File: config.mk
export PLATFORM = sky130hd
export DESIGN_NAME = alu_pipe
export DESIGN_NICKNAME = d
export VERILOG_FILES = /design/src/rtl/alu_pipe.sv
export SDC_FILE = /design/constraint.sdc
export NUM_CORES = 1
export LEC_CHECK = 0
export BUFFER_PORTS_ARGS = -buffer_cell sky130_fd_sc_hd__buf_2
export CORE_UTILIZATION = 50
export DETAILED_ROUTE_END_ITERATION = 6
export PLACE_DENSITY = 0.67
export SYNTH_ARGS = -nofsm -noshare
export SYNTH_HDL_FRONTEND = slang
export SYNTH_SLANG_ARGS = --single-unit
export TNS_END_PERCENT = 5
File: constraint.sdc
create_clock -name clock -period 9.85 [get_ports clock]
set_input_delay 0.985 -clock clock [delete_from_list [all_inputs] [get_ports clock]]
set_output_delay 0.985 -clock clock [all_outputs]
set_load 0.01 [all_outputs]
File: src/rtl/alu_pipe.sv
// rtl/alu_pipe.sv - registered ALU with valid/ready handshake, CR16-style flags and iterative multiplier
module alu_pipe #(
   parameter int WIDTH  = 16,
   parameter bit MUL_EN = 1'b1
) (
   input  logic             clock,
   input  logic             reset,
   input  logic             in_valid,
   output logic             in_ready,
   input  logic [7:0]       opcode,
   input  logic [WIDTH-1:0] r1,
   input  logic [WIDTH-1:0] r2,
   output logic             out_valid,
   input  logic             out_ready,
   output logic [WIDTH-1:0] rout,
   output logic [4:0]       flags,
   output logic             illegal
);

   localparam int SW = $clog2(WIDTH);

   localparam logic [7:0] OP_AND  = 8'h01;
   localparam logic [7:0] OP_OR   = 8'h02;
   localparam logic [7:0] OP_XOR  = 8'h03;
   localparam logic [7:0] OP_NOT  = 8'h04;
   localparam logic [7:0] OP_ADD  = 8'h05;
   localparam logic [7:0] OP_ADDU = 8'h06;
   localparam logic [7:0] OP_ADDC = 8'h07;
   localparam logic [7:0] OP_RSH  = 8'h08;
   localparam logic [7:0] OP_SUB  = 8'h09;
   localparam logic [7:0] OP_SUBC = 8'h0A;
   localparam logic [7:0] OP_CMP  = 8'h0B;
   localparam logic [7:0] OP_ALSH = 8'h0C;
   localparam logic [7:0] OP_MULT = 8'h0E;
   localparam logic [7:0] OP_ARSH = 8'h0F;
   localparam logic [7:0] OP_LSH  = 8'h84;

   // bit positions inside flags = {C,L,F,Z,N}
   localparam int FC = 4;
   localparam int FL = 3;
   localparam int FF = 2;
   localparam int FZ = 1;
   localparam int FN = 0;

   localparam logic [WIDTH-1:0] W_LIM    = WIDTH'(WIDTH);
   localparam logic [SW-1:0]    CNT_LAST = SW'(WIDTH - 1);
   localparam logic [WIDTH-1:0] ONES     = {WIDTH{1'b1}};

   typedef enum logic {IDLE, MUL} state_t;
   state_t state;

   // multiplier working registers
   logic [2*WIDTH-1:0] mcand;
   logic [WIDTH-1:0]   mplier;
   logic [2*WIDTH-1:0] acc;
   logic [SW-1:0]      cnt;
   logic [2*WIDTH-1:0] acc_next;
   logic [WIDTH-1:0]   prod_lo;
   logic [WIDTH-1:0]   prod_hi;

   // single-cycle datapath
   logic                    cin;
   logic [WIDTH:0]          sum;
   logic [WIDTH:0]          diff;
   logic                    add_ovf;
   logic                    sub_ovf;
   logic                    msb;
   logic                    sh_big;
   logic [SW-1:0]           sh;
   logic [SW:0]             sh_p1;
   logic [WIDTH-1:0]        alsh_mask;
   logic                    alsh_f;
   logic [WIDTH-1:0]        lsh_val;
   logic [WIDTH-1:0]        rsh_val;
   logic [WIDTH-1:0]        arsh_val;
   logic signed [WIDTH-1:0] r1_s;

   logic [WIDTH-1:0] res;
   logic [4:0]       nflags;
   logic             bad;
   logic             is_mul;
   logic             upd_zn;

   assign in_ready = (state == IDLE) && (!out_valid || out_ready);

   // carry-in is the flag value held before the accepting edge
   assign cin     = (opcode == OP_ADDC || opcode == OP_SUBC) ? flags[FC] : 1'b0;
   assign sum     = {1'b0, r1} + {1'b0, r2} + (WIDTH+1)'(cin);
   assign diff    = {1'b0, r1} - {1'b0, r2} - (WIDTH+1)'(cin);
   assign msb     = r1[WIDTH-1];
   assign add_ovf = (r1[WIDTH-1] == r2[WIDTH-1]) && (sum[WIDTH-1] != msb);
   assign sub_ovf = (r1[WIDTH-1] != r2[WIDTH-1]) && (diff[WIDTH-1] != msb);

   // shift amount saturates: anything >= WIDTH shifts everything out
   assign sh_big   = (r2 >= W_LIM);
   assign sh       = r2[SW-1:0];
   assign sh_p1    = {1'b0, sh} + (SW+1)'(1);
   assign r1_s     = r1;
   assign lsh_val  = sh_big ? '0 : (r1 << sh);
   assign rsh_val  = sh_big ? '0 : (r1 >> sh);
   assign arsh_val = sh_big ? {WIDTH{msb}} : (r1_s >>> sh);

   // ALSH overflow: the top SH+1 bits (shifted-out bits plus new MSB) must all match the old MSB
   assign alsh_mask = ~(ONES >> sh_p1);
   assign alsh_f    = sh_big ? (|r1) : (|((r1 ^ {WIDTH{msb}}) & alsh_mask));

   // one shift-add step of the multiplier
   assign acc_next = acc + (mplier[0] ? mcand : '0);
   assign prod_lo  = acc_next[WIDTH-1:0];
   assign prod_hi  = acc_next[2*WIDTH-1:WIDTH];

   // decode opcode into result, next flag value and illegal/multiply indications
   always_comb begin
      res    = '0;
      nflags = flags;
      bad    = 1'b0;
      is_mul = 1'b0;
      upd_zn = 1'b1;
      case (opcode)
         OP_AND:  res = r1 & r2;
         OP_OR:   res = r1 | r2;
         OP_XOR:  res = r1 ^ r2;
         OP_NOT:  res = ~r1;
         OP_ADD, OP_ADDC: begin
            res        = sum[WIDTH-1:0];
            nflags[FC] = sum[WIDTH];
            nflags[FF] = add_ovf;
         end
         OP_ADDU: begin
            res        = sum[WIDTH-1:0];
            nflags[FC] = sum[WIDTH];
         end
         OP_SUB, OP_SUBC: begin
            res        = diff[WIDTH-1:0];
            nflags[FC] = diff[WIDTH];
            nflags[FF] = sub_ovf;
         end
         OP_CMP: begin
            upd_zn     = 1'b0;
            nflags[FZ] = (r1 == r2);
            nflags[FN] = ($signed(r1) < $signed(r2));
            nflags[FL] = (r1 < r2);
         end
         OP_LSH:  res = lsh_val;
         OP_RSH:  res = rsh_val;
         OP_ALSH: begin
            res        = lsh_val;
            nflags[FF] = alsh_f;
         end
         OP_ARSH: res = arsh_val;
         OP_MULT: begin
            if (MUL_EN) begin
               is_mul = 1'b1;
            end else begin
               bad    = 1'b1;
               upd_zn = 1'b0;
            end
         end
         default: begin
            bad    = 1'b1;
            upd_zn = 1'b0;
         end
      endcase
      if (upd_zn) begin
         nflags[FZ] = (res == '0);
         nflags[FN] = res[WIDTH-1];
      end
   end

   // control FSM with registered result, flags and output handshake
   always_ff @(posedge clock or negedge reset) begin
      if (!reset) begin
         state     <= IDLE;
         rout      <= '0;
         flags     <= '0;
         out_valid <= 1'b0;
         illegal   <= 1'b0;
         mcand     <= '0;
         mplier    <= '0;
         acc       <= '0;
         cnt       <= '0;
      end else begin
         if (out_ready) begin
            out_valid <= 1'b0;
         end
         case (state)
            IDLE: begin
               if (in_valid && in_ready) begin
                  if (is_mul) begin
                     state  <= MUL;
                     acc    <= '0;
                     mcand  <= {{WIDTH{1'b0}}, r1};
                     mplier <= r2;
                     cnt    <= '0;
                  end else begin
                     rout      <= res;
                     flags     <= nflags;
                     illegal   <= bad;
                     out_valid <= 1'b1;
                  end
               end
            end
            MUL: begin
               acc    <= acc_next;
               mcand  <= mcand << 1;
               mplier <= mplier >> 1;
               cnt    <= cnt + SW'(1);
               if (cnt == CNT_LAST) begin
                  state     <= IDLE;
                  rout      <= prod_lo;
                  flags[FF] <= |prod_hi;
                  flags[FZ] <= (prod_lo == '0);
                  flags[FN] <= prod_lo[WIDTH-1];
                  illegal   <= 1'b0;
                  out_valid <= 1'b1;
               end
            end
            default: state <= IDLE;
         endcase
      end
   end

endmodule
==> impl_metrics.yaml <==
run_status:
  status: "finished clean"
floorplan:
  design.core.area_sq_mm: 0.0236
  die_x_um: 158
  fp.dieH_um: 158
  pin_count: 68
  num_rows: 56
  die-area_sq_mm: 0.0249
  initial_core_util_pct: 51.3
power:
  irDropWorstVdd_uv: 141
  p_leak_nw: 5.64
  p_total_mw: 2.88
  powerDensity_mw_per_mm2: 225
global_route:
  met3_usage_pct: 6.24
  grt-busiest-layer: "met1"
  use_met2_pct: 50.8
  met1_usage_pct: 52.8
  grt_pass1_wl_um: 66400
  grt_start_max_net_pins: 74
  antenna_found_initial: 1
  grt_usage_pct: 35.2
  grt_overflow: 0
  grt_pass1_vias: 10900
clocking:
  cts_hold_buffers: 0
  tritoncts: "built"
  cts_buffers: 9
  clk_latency_ns: 0.38
  root_buffer: "clkbuf_16"
  cts_resized: 0
  cts_buffer_depth: 2
  clkSlewWorstSetupHoldPaths_ns: 0.08
  h-tree-depth: 3
  post_cts_buffers: 0
  cts_sinks: 108
setup_path:
  critPathCaptureType: "flop"
  cp.depth: 20
  worst_path_max_delay_cell: "or4_1"
  critPathBufInv: 2
  worstSetupStartpointType: "input pin"
  crit_arrival_ns: 6.37
  critPathRequiredTime_ns: 10.16
  critical_path.cell_chain: "buf_2, or4_1, or2_1, nor2_1, o21ai_0, fa_1, inv_1, ha_1, or2_2, fa_1, o211ai_1, a21oi_1, o21ai_0, o21ai_0, mux2i_1, a211o_1, nor4_2, nand3_1, nor4_2, o32a_1"
  startpoint: "opcode[5]"
  critical_path_class: "in -> reg"
  crit_top_cell: "o21ai_0"
  r2r_cells: 16
  crit_family: "simple AND/OR/NAND/NOR gates"
  crit_fanout: 14
  r2r-start: "flags[4]"
  cpPeakStageDelay_ns: 0.80
worst_hold_path:
  hold_class: "reg -> reg"
  whs_path_depth: 1
  min_from: "rout[3]"
finish:
  drive_gt1_share_pct: 9.98
  seq_area_sq_mm: 0.00270
  layout.nets: 1689
  synthToLayoutAreaGrowth_pct: 5.76
  fin_util_pct: 54.3
  fillCellCount: 2312
  final_cell_area_sq_mm: 0.0128
  multi_input_area_sq_mm: 0.00870
sta:
  rsz0062_at_grt: "false"
  setup_ws_ns: 3.79
  finClkSkew_ns: 0.0145
  max_freq_mhz: 165
  max_slew.worst_pin.slew_ns: 1.09
  drv_slew: 0
  finalHoldViolCount: 0
  setup_viol: 0
  period_share_pct: 61.5
  slew_headroom_pct: 26.6
  period_minus_slack_ns: 6.06
  fin_setup_tns_ns: 0
detailed_routing:
  avgRoutedWirePerCell_um: 23.4
  drtIter0Drc: 1332
  ant_nets: 0
  vias_per_cell: 6.56
  num_vias: 12200
  first_pass_iters: 5
  drt-total-wl_um: 43400
  drc: 0
flow_run:
  maxCapViolCount: 0
synth:
  yosysUniqueCellTypes: 86
  synth-edff-count: 0
  synthArstFlopShare_pct: 100
  ys_warn_count: 0
  synth_area_sq_mm: 0.0121
  netlist_instances: 1546
  ys_ff_latch: 108
  synth_nets: 1707
  avgSynthCellArea_sq_um: 7.84
  seq_area_frac_synth_pct: 22.3
  synth-main-ff-cell: "dfrtp_1"
placement:
  hpwl_um: 32600
  place_congestion: 1.01
  placed_cell_area_sq_mm: 0.0125
  io_buffers: 67
  dp_worst_setup_slack_ns: 3.50
[synthesized netlist by cell type, types with 15 or more instances]
master	number	share of area, %
nor2_1	171	5.3
nand2_1	159	4.9
ha_1	112	12
dfrtp_1	108	22
o21ai_0	102	4.2
a21oi_1	91	3.8
clkbuf_1	78	2.4
inv_1	72	2.2
o22ai_1	43	2.2
and2_1	41	2.1
nor3_1	38	1.6
nand3_1	37	1.5
mux2i_1	36	3.0
xnor2_1	27	2.0
xor2_1	25	1.8
o211ai_1	24	1.5
a211oi_1	21	1.3
mux4_2	21	3.9
nand2b_1	21	1.1
nand4_1	21	1.1
a21o_1	20	1.2
buf_2	18	0.74
a31oi_1	16	0.83
o21a_1	15	0.93
[where the power goes]
part / leakage [nW] / internal [mW] / switching (mW)
clock network: 0.152 / 0.185 / 0.210
logic: 4.19 / 0.656 / 1.08
registers: 1.30 / 0.621 / 0.136
total: 5.64 / 1.46 / 1.42
[final cells by class]
class                           instances  area share, %
Antenna cell                            1         0.0195
Clock buffer                            9           1.76
Clock inverter                          7          0.713
Inverter                               73           2.14
Multi-Input combinational cell       1258           67.9
Sequential cell                       108           21.1
Tap cell                              319           3.11
Timing Repair Buffer                   78           3.28
[stage by stage]
step                      hold slack (ns)  instances
final                               0.489       1853
after CTS                           0.495       1852
after floorplan                     0.452       1546
after global routing                0.510       1852
after global placement              0.469       1836
after detailed placement            0.475       1836
[registers in the layout, summed over array words and instances, names as in the netlist]
name and flops:
mplier 16, out_valid 1, mcand 32, flags 5
rout 16, state 1, illegal 1, cnt 4
acc 32
[worst register-to-register path: cells and delay by family, from the launching register on]
family          cells  cell delay (ns)
mux                 1             0.16
fa+ha+maj           3             1.22
simple gates        4             0.85
flops               1             0.48
compound gates      7             1.57
buf+inv             1             0.06
[cell usage in the layout (no fill, tap or decap), types with 6 or more instances in the layout]
cell / synthesis / final
o21ai_0: 102 / 102
nand2b_1: 21 / 21
mux2_2: 14 / 14
inv_1: 72 / 71
nor2b_1: 13 / 13
nor3_1: 38 / 38
nand4_1: 21 / 21
nor4_1: 14 / 14
nand2_1: 159 / 159
o21a_1: 15 / 15
xor2_1: 25 / 25
a21oi_1: 91 / 91
dfrtp_1: 108 / 107
o22ai_1: 43 / 43
a31oi_1: 16 / 16
or3_1: 7 / 6
mux2i_1: 36 / 36
o221ai_1: 13 / 13
o211ai_1: 24 / 24
nor2_1: 171 / 171
a221oi_1: 6 / 6
a211oi_1: 21 / 21
nand3_1: 37 / 37
o21bai_1: 6 / 6
mux4_2: 21 / 21
buf_4: 1 / 12
a21o_1: 20 / 20
a211o_1: 7 / 7
clkbuf_16: 0 / 9
and3_1: 14 / 14
nand3b_1: 8 / 8
and2_1: 41 / 41
ha_1: 112 / 112
xnor2_1: 27 / 27
buf_2: 18 / 66
[per-layer routing]
metal	part of all wire [%]	wire length, um	vias to the layer above
li1	-	-	5585
met1	46	20000	5870
met2	42	18300	617
met3	8.9	3860	82
met4	2.7	1180	0
met5	0	0	-
[path summary, 6_finish.rpt]
| kind | to | slack (ns) |
|---|---|---|
| setup / recovery | flags[1] | 3.79 |
| hold / removal | rout[3] | 0.49 |
| setup reg to reg | flags[1] | 5.44 |
| hold reg to reg | rout[3] | 0.49 |
| max in group asynchronous | mplier[2] | 7.98 |
| min in group asynchronous | rout[2] | 0.62 |
[cells by family after synthesis]
group	Yosys count	synth area share (%)
buf+inv	180	5.99
flops	108	22.3
fa+ha+maj	117	12.4
xor+xnor	52	3.76
mux	74	8.71
compound gates	440	24.1
simple gates	575	22.8
Note: power is estimated with default switching activity, not from simulation.
